===== config.mk =====
export PLATFORM = sky130hd
export DESIGN_NAME = tiny_project_harness
export DESIGN_NICKNAME = d
export VERILOG_FILES = /design/src/rtl/harness_pkg.sv /design/src/rtl/harness_io_mux.sv /design/src/rtl/tiny_project_harness.sv
export SDC_FILE = /design/constraint.sdc
export NUM_CORES = 1
export LEC_CHECK = 0
export BUFFER_PORTS_ARGS = -buffer_cell sky130_fd_sc_hd__buf_2
export CAP_MARGIN = 15
export CORE_AREA = 3 3 262 264
export DETAILED_ROUTE_END_ITERATION = 12
export DIE_AREA = 0 0 265 267
export PLACE_DENSITY = 0.39
export SLEW_MARGIN = 20
export SYNTH_ARGS = -nofsm -noshare
export SYNTH_HDL_FRONTEND = slang
export SYNTH_SLANG_ARGS = --single-unit

===== constraint.sdc =====
create_clock -name wb_clk_i -period 4.2 [get_ports wb_clk_i]
set_input_delay 0 -clock wb_clk_i [delete_from_list [all_inputs] [get_ports wb_clk_i]]
set_output_delay 0 -clock wb_clk_i [all_outputs]
set_load 0.1 [all_outputs]

===== src/rtl/harness_pkg.sv =====
// ----------------------------------------------------------------------------
// harness_pkg
// Shared definitions for the tiny-project harness: Wishbone register offsets,
// register bit positions and the project-switch state encoding.
// ----------------------------------------------------------------------------
package harness_pkg;

  // Register offsets (wbs_adr_i[3:0])
  localparam logic [3:0] OFF_SEL     = 4'h0;
  localparam logic [3:0] OFF_STATUS  = 4'h4;
  localparam logic [3:0] OFF_IRQ_CLR = 4'h8;
  localparam logic [3:0] OFF_ID      = 4'hC;

  // STATUS bit positions
  localparam int STAT_BUSY       = 0;
  localparam int STAT_IRQ        = 1;
  localparam int STAT_ERR        = 2;
  localparam int STAT_ACTIVE_LSB = 8;

  // IRQ_CLR bit positions
  localparam int CLR_IRQ = 0;
  localparam int CLR_ERR = 2;

  typedef enum logic [1:0] {
    ST_RUN     = 2'd0,
    ST_ISOLATE = 2'd1,
    ST_HOLD    = 2'd2
  } harness_state_e;

endpackage


===== src/rtl/harness_io_mux.sv =====
// ----------------------------------------------------------------------------
// harness_io_mux
// Registered NUM_PROJECTS:1 pad multiplexer with an isolate override.
// Ports:
//   clk, rst          clock, asynchronous active-high reset
//   isolate           1 = pads isolated (out 0, oeb 1) on the next edge
//   sel               index of the project routed to the pads
//   proj_io_out/oeb   flattened project outputs, project k at [k*IO_PADS +: IO_PADS]
//   io_out/io_oeb     registered pad drive / output-enable-bar
// ----------------------------------------------------------------------------
module harness_io_mux #(
  parameter int NUM_PROJECTS = 4,
  parameter int IO_PADS      = 38,
  parameter int AW           = 2
) (
  input  logic                            clk,
  input  logic                            rst,
  input  logic                            isolate,
  input  logic [AW-1:0]                   sel,
  input  logic [NUM_PROJECTS*IO_PADS-1:0] proj_io_out,
  input  logic [NUM_PROJECTS*IO_PADS-1:0] proj_io_oeb,
  output logic [IO_PADS-1:0]              io_out,
  output logic [IO_PADS-1:0]              io_oeb
);

  logic [IO_PADS-1:0] out_mux;
  logic [IO_PADS-1:0] oeb_mux;

  always_comb begin
    out_mux = '0;
    oeb_mux = '1;
    for (int k = 0; k < NUM_PROJECTS; k++) begin
      if (sel == AW'(k)) begin
        out_mux = proj_io_out[k*IO_PADS +: IO_PADS];
        oeb_mux = proj_io_oeb[k*IO_PADS +: IO_PADS];
      end
    end
  end

  // Pad register stage
  always_ff @(posedge clk or posedge rst) begin
    if (rst) begin
      io_out <= '0;
      io_oeb <= '1;
    end else if (isolate) begin
      io_out <= '0;
      io_oeb <= '1;
    end else begin
      io_out <= out_mux;
      io_oeb <= oeb_mux;
    end
  end

endmodule


===== src/rtl/tiny_project_harness.sv =====
// ----------------------------------------------------------------------------
// tiny_project_harness
// Hosts NUM_PROJECTS tiny user projects and routes one of them to the pads.
// A Wishbone register block selects the active project; a switch FSM
// isolates the pads, holds the new project in reset for RESET_CYCLES, then
// releases it and raises user_irq[0].
// Ports:
//   wb_clk_i, wb_rst_i           clock, asynchronous active-high reset
//   wbs_*                        Wishbone slave (SEL/STATUS/IRQ_CLR/ID)
//   io_in / io_out / io_oeb      Caravel pads
//   proj_io_in                   io_in broadcast to every project
//   proj_io_out / proj_io_oeb    project outputs, project k at [k*IO_PADS +: IO_PADS]
//   proj_rst_o                   per-project active-high reset
//   user_irq                     [0] switch-done pending, [2:1] zero
// ----------------------------------------------------------------------------
module tiny_project_harness
  import harness_pkg::*;
#(
  parameter int          NUM_PROJECTS = 4,
  parameter int          IO_PADS      = 38,
  parameter int          RESET_CYCLES = 16,
  parameter logic [31:0] BASE_ADDR    = 32'h3000_0000
) (
  input  logic                            wb_clk_i,
  input  logic                            wb_rst_i,
  input  logic                            wbs_stb_i,
  input  logic                            wbs_cyc_i,
  input  logic                            wbs_we_i,
  input  logic [3:0]                      wbs_sel_i,
  input  logic [31:0]                     wbs_adr_i,
  input  logic [31:0]                     wbs_dat_i,
  output logic                            wbs_ack_o,
  output logic [31:0]                     wbs_dat_o,
  input  logic [IO_PADS-1:0]              io_in,
  output logic [IO_PADS-1:0]              io_out,
  output logic [IO_PADS-1:0]              io_oeb,
  output logic [NUM_PROJECTS*IO_PADS-1:0] proj_io_in,
  input  logic [NUM_PROJECTS*IO_PADS-1:0] proj_io_out,
  input  logic [NUM_PROJECTS*IO_PADS-1:0] proj_io_oeb,
  output logic [NUM_PROJECTS-1:0]         proj_rst_o,
  output logic [2:0]                      user_irq
);

  localparam int AW = (NUM_PROJECTS > 1) ? $clog2(NUM_PROJECTS) : 1;
  localparam int CW = $clog2(RESET_CYCLES + 1);

  harness_state_e state_q, state_d;
  logic [CW-1:0]  cnt_q, cnt_d;
  logic [AW-1:0]  active_q;
  logic           irq_pending_q;
  logic           err_q;
  logic           first_done_q;

  logic           req;
  logic [3:0]     offset;
  logic           sel_wr;
  logic           sel_ok;
  logic           clr_wr;
  logic           busy;
  logic           run_entry;
  logic [31:0]    rd_data;
  logic           unused_ok;

  assign unused_ok = ^{wbs_sel_i, wbs_dat_i[31:8]};

  assign offset  = wbs_adr_i[3:0];
  assign req     = wbs_stb_i & wbs_cyc_i & (wbs_adr_i[31:4] == BASE_ADDR[31:4]) & ~wbs_ack_o;
  assign sel_wr  = req & wbs_we_i & (offset == OFF_SEL);
  assign clr_wr  = req & wbs_we_i & (offset == OFF_IRQ_CLR);
  assign busy    = (state_q != ST_RUN);
  // A switch is only taken from RUN with an in-range index; anything else is an error.
  assign sel_ok  = ~busy & ({1'b0, wbs_dat_i[7:0]} < 9'(NUM_PROJECTS));
  assign run_entry = (state_q == ST_HOLD) & (state_d == ST_RUN);

  always_comb begin
    state_d = state_q;
    cnt_d   = cnt_q;
    case (state_q)
      ST_RUN: begin
        if (sel_wr && sel_ok) state_d = ST_ISOLATE;
      end
      ST_ISOLATE: begin
        state_d = ST_HOLD;
        cnt_d   = CW'(RESET_CYCLES);
      end
      ST_HOLD: begin
        if (cnt_q == CW'(1)) state_d = ST_RUN;
        else                 cnt_d   = cnt_q - CW'(1);
      end
      default: begin
        state_d = ST_HOLD;
        cnt_d   = CW'(RESET_CYCLES);
      end
    endcase
  end

  always_ff @(posedge wb_clk_i or posedge wb_rst_i) begin
    if (wb_rst_i) begin
      state_q <= ST_HOLD;
      cnt_q   <= CW'(RESET_CYCLES);
    end else begin
      state_q <= state_d;
      cnt_q   <= cnt_d;
    end
  end

  always_comb begin
    rd_data = '0;
    case (offset)
      OFF_SEL: rd_data[AW-1:0] = active_q;
      OFF_STATUS: begin
        rd_data[STAT_BUSY]                = busy;
        rd_data[STAT_IRQ]                 = irq_pending_q;
        rd_data[STAT_ERR]                 = err_q;
        rd_data[STAT_ACTIVE_LSB +: AW]    = active_q;
      end
      OFF_ID:  rd_data = {16'(RESET_CYCLES), 16'(NUM_PROJECTS)};
      default: rd_data = '0;
    endcase
  end

  // Register block: bus response and control/status state
  always_ff @(posedge wb_clk_i or posedge wb_rst_i) begin
    if (wb_rst_i) begin
      wbs_ack_o     <= 1'b0;
      wbs_dat_o     <= '0;
      active_q      <= '0;
      irq_pending_q <= 1'b0;
      err_q         <= 1'b0;
      first_done_q  <= 1'b0;
    end else begin
      wbs_ack_o <= req;
      wbs_dat_o <= (req && !wbs_we_i) ? rd_data : '0;
      if (sel_wr && sel_ok) active_q <= wbs_dat_i[AW-1:0];
      if (sel_wr && !sel_ok)                  err_q <= 1'b1;
      else if (clr_wr && wbs_dat_i[CLR_ERR])  err_q <= 1'b0;
      // The release that follows reset is not a requested switch, so it stays silent.
      if (run_entry && first_done_q)          irq_pending_q <= 1'b1;
      else if (clr_wr && wbs_dat_i[CLR_IRQ])  irq_pending_q <= 1'b0;
      if (run_entry) first_done_q <= 1'b1;
    end
  end

  always_comb begin
    proj_rst_o = '1;
    for (int k = 0; k < NUM_PROJECTS; k++) begin
      if (!busy && active_q == AW'(k)) proj_rst_o[k] = 1'b0;
    end
  end

  assign proj_io_in = {NUM_PROJECTS{io_in}};
  assign user_irq   = {2'b00, irq_pending_q};

  // The pad register looks at the next state so routing lands on the RUN-entry cycle.
  harness_io_mux #(
    .NUM_PROJECTS(NUM_PROJECTS),
    .IO_PADS     (IO_PADS),
    .AW          (AW)
  ) u_io_mux (
    .clk        (wb_clk_i),
    .rst        (wb_rst_i),
    .isolate    (state_d != ST_RUN),
    .sel        (active_q),
    .proj_io_out(proj_io_out),
    .proj_io_oeb(proj_io_oeb),
    .io_out     (io_out),
    .io_oeb     (io_oeb)
  );

endmodule


* Word-level counts from Yosys, hierarchy flattened *
Cells that the tools add are included.

cells by class
  multiplexer cells = 28
  reduce and logical (&&, ||, !) cells = 22
  add/sub/neg operators = 1
  bitwise operators = 11
  eq/ne operators = 10
  order comparisons = 1

operators by type and width
  kind                  number
  $mux 38               10
  $mux 32               1
  $eq 28x26->1 const B  1
  $mux 11               1
  $logic_and 1x1->1     10
  $pmux 5 s2            1
  $and 1x1->1           8
  $eq 4x4->1 const B    2
  $lt 8x3->1 const B    1
  $mux 1                8
  $pmux 2 s2            2
  $reduce_bool 2->1     4
  $eq 2x2->1 const B    3
  $logic_not 2->1       3
  $mux 2                3
  $eq 5x1->1 const B    1
  $mux 5                1
  $sub 5x1->5 const B   1
  $eq 4x3->1 const B    1
  $logic_not 4->1       1
  $logic_not 1->1       3
  $not 1->1             3
  $eq 2x1->1 const B    1
  $ne 2x2->1 const B    1
  other kinds (2)       2

storage, ports and cells
  bits in registers = 121
  word-level logic and storage cells = 83

* Longest topological paths before layout *
  depth after elaboration = 12
  depth in mapped cells = 9
  gate-level depth less buffers = 6

* By module *
A second synthesis with hierarchy kept.

second synthesis, totals
  cells, all modules = 625
  area total of the unflattened synthesis = 6,777.8 µm²

modules (own cells, without submodules)
  module                area each (µm²)  cells each  instances  seq. area each (µm²)
  harness_io_mux        4,416.7          342         1          1,949.4
  tiny_project_harness  2,361.0          283         1          478.0

* Worst setup path before layout *
OpenSTA, ideal clock, no wires.

  path kind = register to register
  start point = register wbs_ack_o
  end point = register u_io_mux.io_out[10]
  setup time = 132 ps
  arrival time = 2,008 ps
  slack = 2,059 ps
  data required time = 4,068 ps
  cell stages (with the launch flop) = 6
  cells stage by stage = dfrtp_1 -> nor4_1 -> nand4_1 -> o31ai_2 -> clkbuf_1 -> nor2b_1

between the ends
  cells in the longest elaborated chain, start to end = 9

ends and longest elaborated chain
  what                       line                         RTL
  start, declared            tiny_project_harness.sv:32   output logic wbs_ack_o,
  start signal, assigned     tiny_project_harness.sv:132  wbs_ack_o <= req;
  $not 1->1                  tiny_project_harness.sv:67   assign req = wbs_stb_i & wbs_cyc_i & (wbs_adr_i[31:4] == BASE_ADDR[31:4]) & ~wbs_ack_o;
  $and 1x1->1                tiny_project_harness.sv:67
  $and 1x1->1 (2 in series)  tiny_project_harness.sv:68   assign sel_wr = req & wbs_we_i & (offset == OFF_SEL);
  $logic_and 1x1->1          tiny_project_harness.sv:80   if (sel_wr && sel_ok) state_d = ST_ISOLATE;
  $mux 2                     tiny_project_harness.sv:80
  $pmux 2 s2                 tiny_project_harness.sv:78   case (state_q)
  $reduce_bool 2->1          tiny_project_harness.sv:162  .isolate (state_d != ST_RUN),
  $mux 38                    harness_io_mux.sv:45         end else if (isolate) begin
  end signal, assigned       harness_io_mux.sv:49         io_out <= out_mux;
  end, declared              harness_io_mux.sv:22         output logic [IO_PADS-1:0] io_out,

No other way between the ends.
A chain may end at the register's enable or synchronous reset.

* Worst setup path after layout *
  start point = register active_q[1]
  end point = register u_io_mux.io_oeb[5]

between the ends
  cells in the longest elaborated chain, start to end = 6

ends and longest elaborated chain
  what                    line                         RTL
  start, declared         tiny_project_harness.sv:49   logic [AW-1:0] active_q;
  start signal, assigned  tiny_project_harness.sv:134  if (sel_wr && sel_ok) active_q <= wbs_dat_i[AW-1:0];
  $logic_not 2->1         harness_io_mux.sv:33         if (sel == AW'(k)) begin
  $mux 38 (3 in series)   harness_io_mux.sv:33
  $mux 38 (*)             harness_io_mux.sv:33
  $mux 38 (*)             harness_io_mux.sv:45
  end signal, assigned    harness_io_mux.sv:50         io_oeb <= oeb_mux;
  end, declared           harness_io_mux.sv:23         output logic [IO_PADS-1:0] io_oeb

Mark *: on every way between the ends. The rest lies on a longest branch, timed or not.

==> run summary <==
Power comes to 2580 µW. The cell row count came out at 95. The share of flip-flops with an asynchronous set or reset is 100%.

The cell count after synthesis came out at 530. The final RePlAce weighted congestion is 0.760. The worst hold path cell count came out at 0. Setup repair after global routing left no endpoint under its margin. The per-cell via count in the routed design is 3.08. The first-pass GRT wire length came out at 41200 µm. The end of the worst register-to-register path is u_io_mux.io_oeb[5]. The final clock period utilization by the worst path is 65.7%. STA classifies the critical path endpoint as a flip-flop. The detailed router's first-iteration violation count came out at 189. The kind of cell with the highest combined delay on the critical path is flip-flops. Among all stages on the critical path, the largest delay is contributed by dfrtp_4. For the worst setup path, the data required time is 4.51 ns. The post-route clock skew came out at 0.0187 ns. Sorting the synthesized cells by area gives the leading types as mux4_2 26%, dfrtp_1 21%, buf_4 21%, dfstp_2 16%, nor2b_1 3.7%. The critical path class is reg -> reg.

The number of hold violations in the final report is 0. The measured slew at the worst slew-check pin came out at 1.01 ns. The headroom to the max-slew limit came out at 32.9%.

The count of yosys warnings during synthesis came out at 0. From synthesis to final layout, the design area changed by 37.2%. The final HPWL from detailed placement is 25600 µm. The initial antenna violation count came out at 23.

The most used flip-flop cell after synthesis is dfrtp_1. The clock network latency to the later pin of the worst-skew pair came out at 0.38 ns. The vertical die dimension came out at 267 µm. The post-placement cell area is 0.00855 mm². The die width came out at 265 µm.

The worst-case clock buffer depth is 2. The area of the core is 0.0668 mm². In the final layout, flip-flops and latches occupy 0.00243 mm². The netlist uses 43 different library cells. For this run, design rule violations remaining after detail routing come to 0. In this run the most critical hold path is launched from io_in[2]. In this run the worst hold path is classified as in -> out. The count of vias placed by the detailed router is 5258. The critical path data arrival time came out at 3.07 ns.

The worst path setup slack after routing came out at 1.44 ns. The number of I/O pins is 683. The post-synthesis sequential element count came out at 95. The worst register-to-register path has a setup slack of 1.44 ns. The count of input and output buffers came out at 436. The final-report max-slew violation count is 0.

The total overflow left after global routing is 0. The delay of the slowest cell on the worst path is 1.03 ns. The area share of the leading cell type in the synthesized netlist is 25.9%.

The floorplan step defined a die boundary enclosing 0.0708 mm². Counting the buffers created by CTS gives 9. The post-synthesis instance area came out at 0.00662 mm².

The largest fanout on the critical path is 58. The most numerous cell in the Yosys netlist is buf_4. Dividing total power by cell area gives a power density of 285 mW/mm².

The post-CTS setup buffer count is 0. The tree built by TritonCTS fans out to 95 sinks. The count of nets left with antenna violations once routing finished came out at 0. The via count of the first global-routing pass is 5686. The count of TritonRoute iterations in the first routing pass came out at 4.

The flow ran to the end, and the final reports show no timing, DRC or antenna violations. The final wirelength came out at 30900 µm. Setup violations remaining at the end of the flow were counted as 0. Of all cell types, the one taking the most synthesized area is mux4_2. The number of enable-type register cells in the synthesized netlist is 0. The fraction of layout cells with a size suffix above 1 is 70.4%. Together, buffers and inverters on the worst path number 2. The fmax came out at 363 MHz. The part of the Yosys area used for sequential elements came out at 36.7%.

The number of cells in the design after placement came out at 1662. STA classifies the critical path startpoint as a flip-flop. The setup TNS came out at 0 ns. The overall routing resource usage came out at 8.37%.

Timing analysis after detailed placement gives a worst setup slack of 1.86 ns. IR analysis of the VDD net gives a maximum drop of 0.000157 V. The static leakage is 0.00396 µW. The maximum level of the CTS H-tree is 3. The worst register-to-register path has a depth of 4. The worst register-to-register path begins at active_q[1]. The clock input transition at the sequential cells of the worst setup and hold paths came out at 0.09 ns.

The finished cells cover 0.00908 mm². The shortest period the worst path allows is 2.76 ns. Once the floorplan was initialized, standard cells occupied 9.91% of the core. Traced cell by cell, the critical path runs through buf_4, mux4_2, dlygate4sd3_1, or2_1. The pin count of the biggest net entering global routing came out at 59. After filler insertion, the fill cell instance count of the layout stands at 7608. The final non-filler cell total came out at 1706. Counting instances in the post-synthesis netlist gives the leading cell types as 181 x buf_4, 76 x mux4_2, 55 x dfrtp_1. The path with the worst hold slack has its endpoint at proj_io_in[116]. The area occupied by multi-input gates is 0.00277 mm².

In this run the clock root is driven by a clkbuf_16. The net count of the finished layout is 1239. TritonCTS built the clock tree.

The average footprint of a synthesized cell is 12.5 µm². The routed wirelength normalized by instance count came out at 18.1 µm. The reported max-cap violation count is 0.
report_power, final:
part	internal, µW	switching [µW]
Sequential	965	9.85
Clock	418	454
Combinational	216	521
Total	1600	985
per-layer routing:
metal	GRT usage, %	vias up	share of wire (%)
met4	4.66	6	4.6
met5	0	-	0.13
met2	14.8	372	51
met1	8.71	2518	35
li1	-	2251	-
met3	2.82	111	9.8
placed cells by master, fill, tap and decap left out, types with 3 or more instances in the layout:
cell type      netlist  final
clkbuf_16            0      9
nand2_1              6      6
dlygate4sd3_1        0     22
nor4_1               9      9
dfrtp_1             55     53
nor3_1               5      5
nor2_1               6      6
dfstp_2             40     40
diode_2              0      6
or2_1               38     38
buf_4              181      5
nor2b_1             39     39
mux4_2              76     76
conb_1               1     28
nand3_1              3      3
and3_1               3      3
xor2_1               3      3
buf_2                6    436
inv_1                4      3
nand4_1              6      6
inv_8                0      3
worst max path at each step:
stage           startpoint  depth (start not counted)  slack, ns                 end
5_1_grt        active_q[1]                          4       1.27  u_io_mux.io_oeb[5]
3_3_place_gp    state_q[0]                          5       1.91  u_io_mux.io_out[1]
4_1_cts        active_q[1]                          4       1.39  u_io_mux.io_oeb[5]
6_report       active_q[1]                          4       1.44  u_io_mux.io_oeb[5]
2_1_floorplan     wb_rst_i                          1       1.79         active_q[0]
3_5_place_dp    state_q[0]                          5       1.86  u_io_mux.io_out[1]
through the flow:
stage,utilization [%],hold slack (ns)
2_1_floorplan,-,0.152
6_report,13.6,0.0000686
4_1_cts,13.6,0.000203
3_5_place_dp,12.8,0.00179
3_3_place_gp,12.8,0.00179
5_1_grt,13.6,0.000333
timing repair:
action | in CTS | in global routing
hold endpoints to repair | 59 | 0
resized for setup | 0 | 0
hold buffers | 22 | 0
endpoints found under the setup margin | 0 | 0
worst reg2reg max path: stages (launching register included):
cell and delay, ns:
dfrtp_4 1.03, buf_4 0.54, mux4_2 0.35, dlygate4sd3_1 0.56, or2_1 0.20
logic make-up after synthesis:
family / share of synthesized area (%)
buffers and inverters: 23.2
flip-flops: 36.7
XOR/XNOR: 0.529
adder cells (fa/ha/maj): 0.378
AO/OA/AOI/OAI: 1.49
AND/OR/NAND/NOR: 11.5
multiplexers: 26.2
other: 0.0567
final cells by class:
cell class                 count  share of cell area (%)
tap                          873                    12.0
sequential                    95                    26.8
clock inverter                 7                   0.731
timing repair buffer         464                    27.1
antenna                        6                   0.165
multi-input combinational    248                    30.5
inverter                       4                   0.193
clock buffer                   9                    2.48
sequential cells by signal (all words and copies together), names as in the netlist:
name / count
wbs_ack_o: 1
wbs_dat_o: 6
active_q: 2
u_io_mux.io_out: 38
u_io_mux.io_oeb: 38
irq_pending_q: 1
err_q: 1
cnt_q: 5
state_q: 2
first_done_q: 1
No activity file was read; power rests on OpenSTA's default activity.
